### src/rtl/m_fetch_queue.sv
// Instruction prefetch queue: issues sequential word fetches, buffers the
// returned words with their PCs and hands them to decode in order. A redirect
// flushes buffered words and marks in-flight responses for discard.
module m_fetch_queue #(
   parameter int unsigned DEPTH    = 4,
   parameter logic [31:0] RESET_PC = 32'h0
) (
   input  logic        clk,
   input  logic        rst,
   output logic        mem_req_valid,
   input  logic        mem_req_ready,
   output logic [31:0] mem_req_addr,
   input  logic        mem_rsp_valid,
   input  logic [31:0] mem_rsp_data,
   input  logic        redirect_valid,
   input  logic [31:0] redirect_pc,
   output logic [31:0] instruction,
   output logic [31:0] instr_pc,
   output logic        instr_valid,
   input  logic        instr_ready
);

   localparam int unsigned PW = (DEPTH > 1) ? $clog2(DEPTH) : 1;
   localparam int unsigned CW = $clog2(DEPTH + 1);
   localparam int unsigned SW = CW + 2;

   // registered state
   logic [31:0]   fetch_pc;
   logic [31:0]   q_pc   [DEPTH];
   logic [31:0]   q_data [DEPTH];
   logic [PW-1:0] rd_ptr;
   logic [PW-1:0] wr_ptr;
   logic [CW-1:0] count;
   logic [CW-1:0] outstanding;
   logic [CW-1:0] drop;
   logic [31:0]   pf_pc  [DEPTH];
   logic [PW-1:0] pf_rd;
   logic [PW-1:0] pf_wr;

   // next-state values
   logic [31:0]   fetch_pc_n;
   logic [PW-1:0] rd_ptr_n;
   logic [PW-1:0] wr_ptr_n;
   logic [CW-1:0] count_n;
   logic [CW-1:0] outstanding_n;
   logic [CW-1:0] drop_n;
   logic [PW-1:0] pf_rd_n;
   logic [PW-1:0] pf_wr_n;

   // per-cycle events
   logic [SW-1:0] occupancy;
   logic          credit_ok;
   logic          req_fire;
   logic          rsp_keep;
   logic          rsp_drop;
   logic          pop;

   // credit, handshakes and head-of-queue outputs
   always_comb begin
      occupancy     = {2'b00, count} + {2'b00, outstanding} + {2'b00, drop};
      credit_ok     = (occupancy < SW'(DEPTH));
      mem_req_valid = !rst && !redirect_valid && credit_ok;
      mem_req_addr  = fetch_pc;
      req_fire      = mem_req_valid && mem_req_ready;
      rsp_keep      = mem_rsp_valid && !redirect_valid && (drop == '0);
      rsp_drop      = mem_rsp_valid && !redirect_valid && (drop != '0);
      instr_valid   = (count != '0);
      pop           = instr_valid && instr_ready;
      instruction   = q_data[rd_ptr];
      instr_pc      = q_pc[rd_ptr];
   end

   // next-state for fetch address, queue pointers and the three counters
   always_comb begin
      fetch_pc_n    = fetch_pc;
      rd_ptr_n      = rd_ptr;
      wr_ptr_n      = wr_ptr;
      count_n       = count;
      outstanding_n = outstanding;
      drop_n        = drop;
      pf_rd_n       = pf_rd;
      pf_wr_n       = pf_wr;

      if (redirect_valid) begin
         // Everything in flight becomes discardable; a response landing in
         // this very cycle is already gone, so it is not counted again.
         fetch_pc_n    = redirect_pc & 32'hFFFF_FFFC;
         rd_ptr_n      = '0;
         wr_ptr_n      = '0;
         count_n       = '0;
         outstanding_n = '0;
         pf_rd_n       = '0;
         pf_wr_n       = '0;
         if (mem_rsp_valid && ((drop != '0) || (outstanding != '0)))
            drop_n = drop + outstanding - CW'(1);
         else
            drop_n = drop + outstanding;
      end else begin
         if (req_fire) begin
            fetch_pc_n = fetch_pc + 32'd4;
            pf_wr_n    = pf_wr + PW'(1);
         end
         if (rsp_keep) begin
            wr_ptr_n = wr_ptr + PW'(1);
            pf_rd_n  = pf_rd + PW'(1);
         end
         if (pop)
            rd_ptr_n = rd_ptr + PW'(1);

         if (rsp_keep && !pop)
            count_n = count + CW'(1);
         else if (!rsp_keep && pop)
            count_n = count - CW'(1);

         if (req_fire && !rsp_keep)
            outstanding_n = outstanding + CW'(1);
         else if (!req_fire && rsp_keep)
            outstanding_n = outstanding - CW'(1);

         if (rsp_drop)
            drop_n = drop - CW'(1);
      end
   end

   // control state register with synchronous reset
   always_ff @(posedge clk) begin
      if (rst) begin
         fetch_pc    <= RESET_PC;
         rd_ptr      <= '0;
         wr_ptr      <= '0;
         count       <= '0;
         outstanding <= '0;
         drop        <= '0;
         pf_rd       <= '0;
         pf_wr       <= '0;
      end else begin
         fetch_pc    <= fetch_pc_n;
         rd_ptr      <= rd_ptr_n;
         wr_ptr      <= wr_ptr_n;
         count       <= count_n;
         outstanding <= outstanding_n;
         drop        <= drop_n;
         pf_rd       <= pf_rd_n;
         pf_wr       <= pf_wr_n;
      end
   end

   // queue storage; cleared on reset so the head reads as zero until filled
   always_ff @(posedge clk) begin
      if (rst) begin
         for (int unsigned i = 0; i < DEPTH; i++) begin
            q_pc[i]   <= '0;
            q_data[i] <= '0;
         end
      end else if (rsp_keep) begin
         q_pc[wr_ptr]   <= pf_pc[pf_rd];
         q_data[wr_ptr] <= mem_rsp_data;
      end
   end

   // PCs of kept in-flight requests, oldest first
   always_ff @(posedge clk) begin
      if (req_fire)
         pf_pc[pf_wr] <= fetch_pc;
   end

endmodule

### config.mk
export PLATFORM = sky130hd
export DESIGN_NAME = m_fetch_queue
export DESIGN_NICKNAME = d
export VERILOG_FILES = /design/src/rtl/m_fetch_queue.sv
export SDC_FILE = /design/constraint.sdc
export NUM_CORES = 1
export LEC_CHECK = 0
export CORE_ASPECT_RATIO = 0.7
export CORE_UTILIZATION = 45
export DETAILED_ROUTE_END_ITERATION = 16
export PLACE_DENSITY = 0.63
export SLEW_MARGIN = 20
export SYNTH_ARGS = -nofsm -noshare
export SYNTH_HDL_FRONTEND = slang
export SYNTH_SLANG_ARGS = --single-unit
### constraint.sdc
create_clock -name clk -period 8.78 [get_ports clk]
set_clock_uncertainty 0.05 [all_clocks]
set_input_delay 1.756 -clock clk [delete_from_list [all_inputs] [get_ports clk]]
set_output_delay 1.756 -clock clk [all_outputs]
set_load 0.1 [all_outputs]
## After elaboration in Yosys (flattened, before gate mapping)

Memories as Yosys holds them, arrays and structs flattened. A register that Yosys moved wholly into a read port is not among the register bits.
Index checks and enable logic that the tools add are counted.

- Bits in registers: 49
- RAM bits: 384
- Word-level logic and storage cells: 84
- Memories: 3

- $add $sub $neg: 14
- Reduce and logical (&&, ||, !) cells: 29
- Magnitude comparators: 1
- Muxes and demuxes: 28

Memories:

| memory | words | bits a word | rd ports | clocked after Yosys merged registers in | wr ports | RTL line | source |
|---|---|---|---|---|---|---|---|
| pf_pc | 4 | 32 | 1 | 1 | 1 | 36 | `logic [31:0] pf_pc [DEPTH];` |
| q_data | 4 | 32 | 1 | 1 | 4 | 30 | `logic [31:0] q_data [DEPTH];` |
| q_pc | 4 | 32 | 1 | 1 | 4 | 29 | `logic [31:0] q_pc [DEPTH];` |

Operators by type and width:

| operator | count |
|---|---|
| 32-bit 2-to-1 mux | 4 |
| 32-bit OR reduction | 2 |
| 32-bit by 3-bit adder with 32-bit output (second input constant) | 1 |
| 3-bit 2-to-1 mux | 7 |
| 2-bit 2-to-1 mux | 8 |
| 1-bit logical AND | 12 |
| 3-bit by 1-bit subtractor with 3-bit output (second input constant) | 4 |
| 1-bit 2-to-1 mux | 9 |
| 3-bit nonzero test | 3 |
| 2-bit by 1-bit adder with 2-bit output (second input constant) | 4 |
| 2-bit nonzero test | 4 |
| 3-bit by 1-bit adder with 3-bit output (second input constant) | 2 |
| 4-bit by 3-bit adder with 5-bit output | 1 |
| 1-bit zero test | 5 |
| 5-bit by 3-bit less-than comparator with 1-bit output (second input constant) | 1 |
| 3-bit by 3-bit adder with 4-bit output | 1 |
| 3-bit adder | 1 |
| 3-bit zero test | 1 |
| 2-bit OR reduction | 1 |
| 1-bit logical OR | 1 |

## Longest topological paths before layout

- Word-level depth: 9
- Gate-level depth with buffers: 15
- Gate-level depth less buffers: 14

## Least setup slack after synthesis

No wires, ideal clock.

- Path type: in2reg
- From: input port redirect_valid
- To: memory q_data[0][0] (enable)
- Cell stages on the path: 4
- Path slack: 1403 ps
- Data arrival time: 6760 ps
- Required time: 8162 ps
- Path buffers: 1
- Path through: buf_4 nor3b_4 inv_1 o21ai_0

RTL lines:

| element | RTL line | source |
|---|---|---|
| start: declaration | 15 | `input logic redirect_valid,` |
| end: declaration | 30 |  |

## Worst setup path after layout

- From: input port redirect_valid
- To: output port mem_req_valid

- Longest elaborated chain between the ends: 3

Ends and longest elaborated chain:

| element | RTL line | source |
|---|---|---|
| 1-bit zero test | 62 | `mem_req_valid = !rst && !redirect_valid && credit_ok;` |
| 1-bit logical AND (2 in series) | 62 |  |
| end: declaration | 10 | `output logic mem_req_valid,` |

No other way between the ends.

==> results.py <==
metrics = {
    "run_status": {
        "status": "completed",
    },
    "critical_path": {
        "end_kind": "output pin",
        "required_ps": 6970,
        "r2r_slack_ps": 4460,
        "worst-setup-path-type": "input pin to output pin",
        "slowest_delay_ps": 1180,
        "r2r_end": "outstanding[2]",
        "crit_arrival_ps": 4260,
        "path_depth": 6,
        "r2r_start": "outstanding[1]",
        "ff2ff_path_depth": 14,
        "crit_family": "buffers and inverters",
        "path_buf_inv": 4,
        "critPathSlowestCell": "clkdlybuf4s50_1",
        "worstSetupStartpointType": "input pin",
        "cp_cell_sequence": "clkdlybuf4s50_1 -> buf_4 -> or2_1 -> buf_4 -> nor3_1 -> clkdlybuf4s50_1",
        "worstPathMaxFanout": 28,
    },
    "synth": {
        "synth_edf_count": 368,
        "ys_ff_latch": 419,
        "synth_xor_area_share_pct": 1.15,
        "syn-cell-area_sq_mm": 0.0176,
        "synthAdderAreaFrac_pct": 1.61,
        "yosys.cell_count.top_type": "edfxtp_1",
        "yosys_warnings": 0,
        "yosys-top-cells-count": "edfxtp_1, nor2_1, nand2_1",
        "avgSynthCellArea_sq_um": 14.8,
        "syn_inst": 1186,
        "yosysSeqAreaShare_pct": 68.8,
        "synth_top_cell_area_share_pct": 62.9,
        "synth-compound-area-share_pct": 2.85,
        "synth.distinct_cells": 65,
        "yosysTopAreaCell": "edfxtp_1",
        "ys_dominant_reg_cell": "edfxtp_1",
        "ys_async_sr_fraction_pct": 0,
        "synthMuxAreaShare_pct": 12.1,
        "synth_area_leaders": "edfxtp_1, mux4_2, dfxtp_1, nor2_1, nand2_1",
        "synth_top_family_by_area": "multiplexers",
        "yosys.area_share.simple_pct": 10.1,
    },
    "flow_run": {
        "drv_cap": 0,
    },
    "power_and_ir_drop": {
        "p_leak_uw": 0.00750,
        "ir_drop_v": 0.000121,
        "p_switching_uw": 1420,
        "pwr-share-seq_pct": 46.9,
        "p_sw_share_pct": 28.5,
        "p_int_uw": 3570,
        "powerDensity_mw_per_mm2": 237,
        "p_comb_share_pct": 17.1,
        "pwr-share-clk_pct": 36.1,
    },
    "clock_network": {
        "cts_tree": "yes",
        "cts_setup_buffers": 0,
        "cts_max_path_buffers": 3,
        "root_buffer": "clkbuf_16",
        "clk_pin_slew_ps": 60,
        "cts.sinks": 419,
        "cts_buffers": 42,
        "cts_resized": 0,
        "cts_hold_buf": 0,
        "clock_latency_ps": 550,
        "cts_htree_levels": 2,
    },
    "global_routing": {
        "track_usage_pct": 20.8,
        "first_global_vias": 10600,
        "grt_max_degree": 64,
        "grt_overflow": 0,
        "antenna_found_initial": 0,
        "grt_pass1_wl_microns": 62500,
    },
    "placement": {
        "dp_hpwl_microns": 23300,
        "port_buffers": 161,
        "gp_congestion": 0.864,
        "place_ws_ps": 2710,
    },
    "timing": {
        "max_freq_mhz": 165,
        "worst_pin_slew_ps": 1060,
        "slew_viol_final": 0,
        "rsz0062_at_grt": "no",
        "setup_slack_ps": 2710,
        "slew_headroom_pct": 29.1,
        "finalSetupTns_ps": 0,
        "period_minus_slack_ps": 6070,
        "hold_viol": 0,
        "finalSetupViolations": 0,
        "period_share_pct": 69.1,
    },
    "finish": {
        "area.sequential_sq_mm": 0.0121,
        "multiInputGateArea_sq_mm": 0.00493,
        "fillers": 3181,
        "diodes": 0,
        "drive_above_1_share_pct": 13.9,
        "fin_nets": 1433,
        "area_growth_pct": 20.2,
    },
    "floorplan": {
        "die_x_microns": 238,
        "start_util_pct": 45.7,
        "pin_count": 168,
        "num_rows": 60,
        "dieArea_sq_mm": 0.0398,
        "die_y_microns": 167,
        "core_sq_mm": 0.0384,
    },
    "route": {
        "routedWlPerCell_microns": 21.2,
        "drt-initial-drc-count": 749,
        "via_per_inst": 5.33,
        "firstDrtPassIters": 5,
        "num_vias": 10100,
        "drc": 0,
        "wirelength_microns": 40200,
        "ant_nets": 0,
    },
    "min_path": {
        "hold_class": "register to register",
        "whs_path_depth": 2,
        "holdCritStartpoint": "count[2]",
        "hold_end": "count[2]",
    },
}
## per-stage QoR
stage | power [uW] | utilization (%) | hold slack, ps | instances | cell area, sq um
after floorplan | 3010 | - | 417 | 1189 | 17600
after global placement | 3230 | 51.3 | 434 | 1827 | 19700
after detailed placement | 3240 | 51.3 | 454 | 1827 | 19700
after CTS | 5040 | 54.9 | 465 | 1900 | 21100
after global routing | 5170 | 54.9 | 509 | 1900 | 21100
final | 4990 | 54.9 | 463 | 1900 | 21100
## layout make-up
type	count	share of cell area (%)
clock inverters	21	0.878
flip-flops and latches	419	57.3
multi-input cells	619	23.4
clock buffers	52	5.65
inverters	84	1.49
repair buffers	178	8.24
well taps	527	3.13
## worst max-delay path by stage
stage	startpoint	endpoint	slack (ps)
2_1_floorplan	redirect_valid	q_data[0][0]	1400
3_3_place_gp	redirect_valid	mem_req_valid	2680
3_5_place_dp	redirect_valid	mem_req_valid	2710
4_1_cts	redirect_valid	mem_req_valid	2690
5_1_grt	rst	mem_req_valid	2640
6_report	redirect_valid	mem_req_valid	2710
## cells by family (layout without fill, tap and decap cells)
kind of cell | count (synthesis) | count (layout)
DFF | 419 | 419
xor gates and xnor gates | 23 | 23
and+or+nand+nor | 406 | 406
adders and majority gates | 19 | 19
other | 1 | 4
muxes | 97 | 97
AOI/OAI and AO/OA | 70 | 70
buffers and inverters | 151 | 335
## layout by cell type (no fill, tap or decap), types with 13 or more instances in the layout
cell type        count
clkbuf_16           45
edfxtp_1           368
ha_1                13
clkdlybuf4s50_1    161
buf_4               17
inv_1               83
nand2_1             96
mux4_2              92
nor2_1             221
dfxtp_1             47
nand3_1             16
## power groups by stage
stage                     Clock (uW)  Sequential, uW  Combinational (uW)
after floorplan                    0            2430                 585
after detailed placement           0            2390                 858
after CTS                       1830            2340                 860
after global placement             0            2380                 852
final                           1800            2340                 852
after global routing            1920            2350                 900
## metal layers
metal  track usage (%)  vias up  share of wire, %
met5                 0        -                 0
met4              5.27        0               1.8
met1              30.4     5117                45
met3              3.49       61               5.9
li1                  -     4679                 -
met2              32.8      276                47
## flip-flops by register name (all words and copies together) (netlist names), named ones only
| name | count |
|---|---|
| pf_wr | 2 |
| q_pc | 120 |
| rd_ptr | 2 |
| drop | 3 |
| pf_pc | 120 |
| pf_rd | 2 |
| outstanding | 3 |
| count | 3 |
| mem_req_addr | 30 |
| q_data | 128 |
| wr_ptr | 2 |
## worst register-to-register path, cell delays in order (launching register included)
cell	delay [ps]
dfxtp_1	450
inv_1	90
fa_1	470
nor2_1	150
fa_1	470
nand2b_1	420
nor2_4	320
nand2_1	270
inv_2	280
ha_1	250
inv_1	70
fa_1	380
xor2_1	160
or3_1	300
a21oi_1	130
No activity file was read; power rests on OpenSTA's default activity.
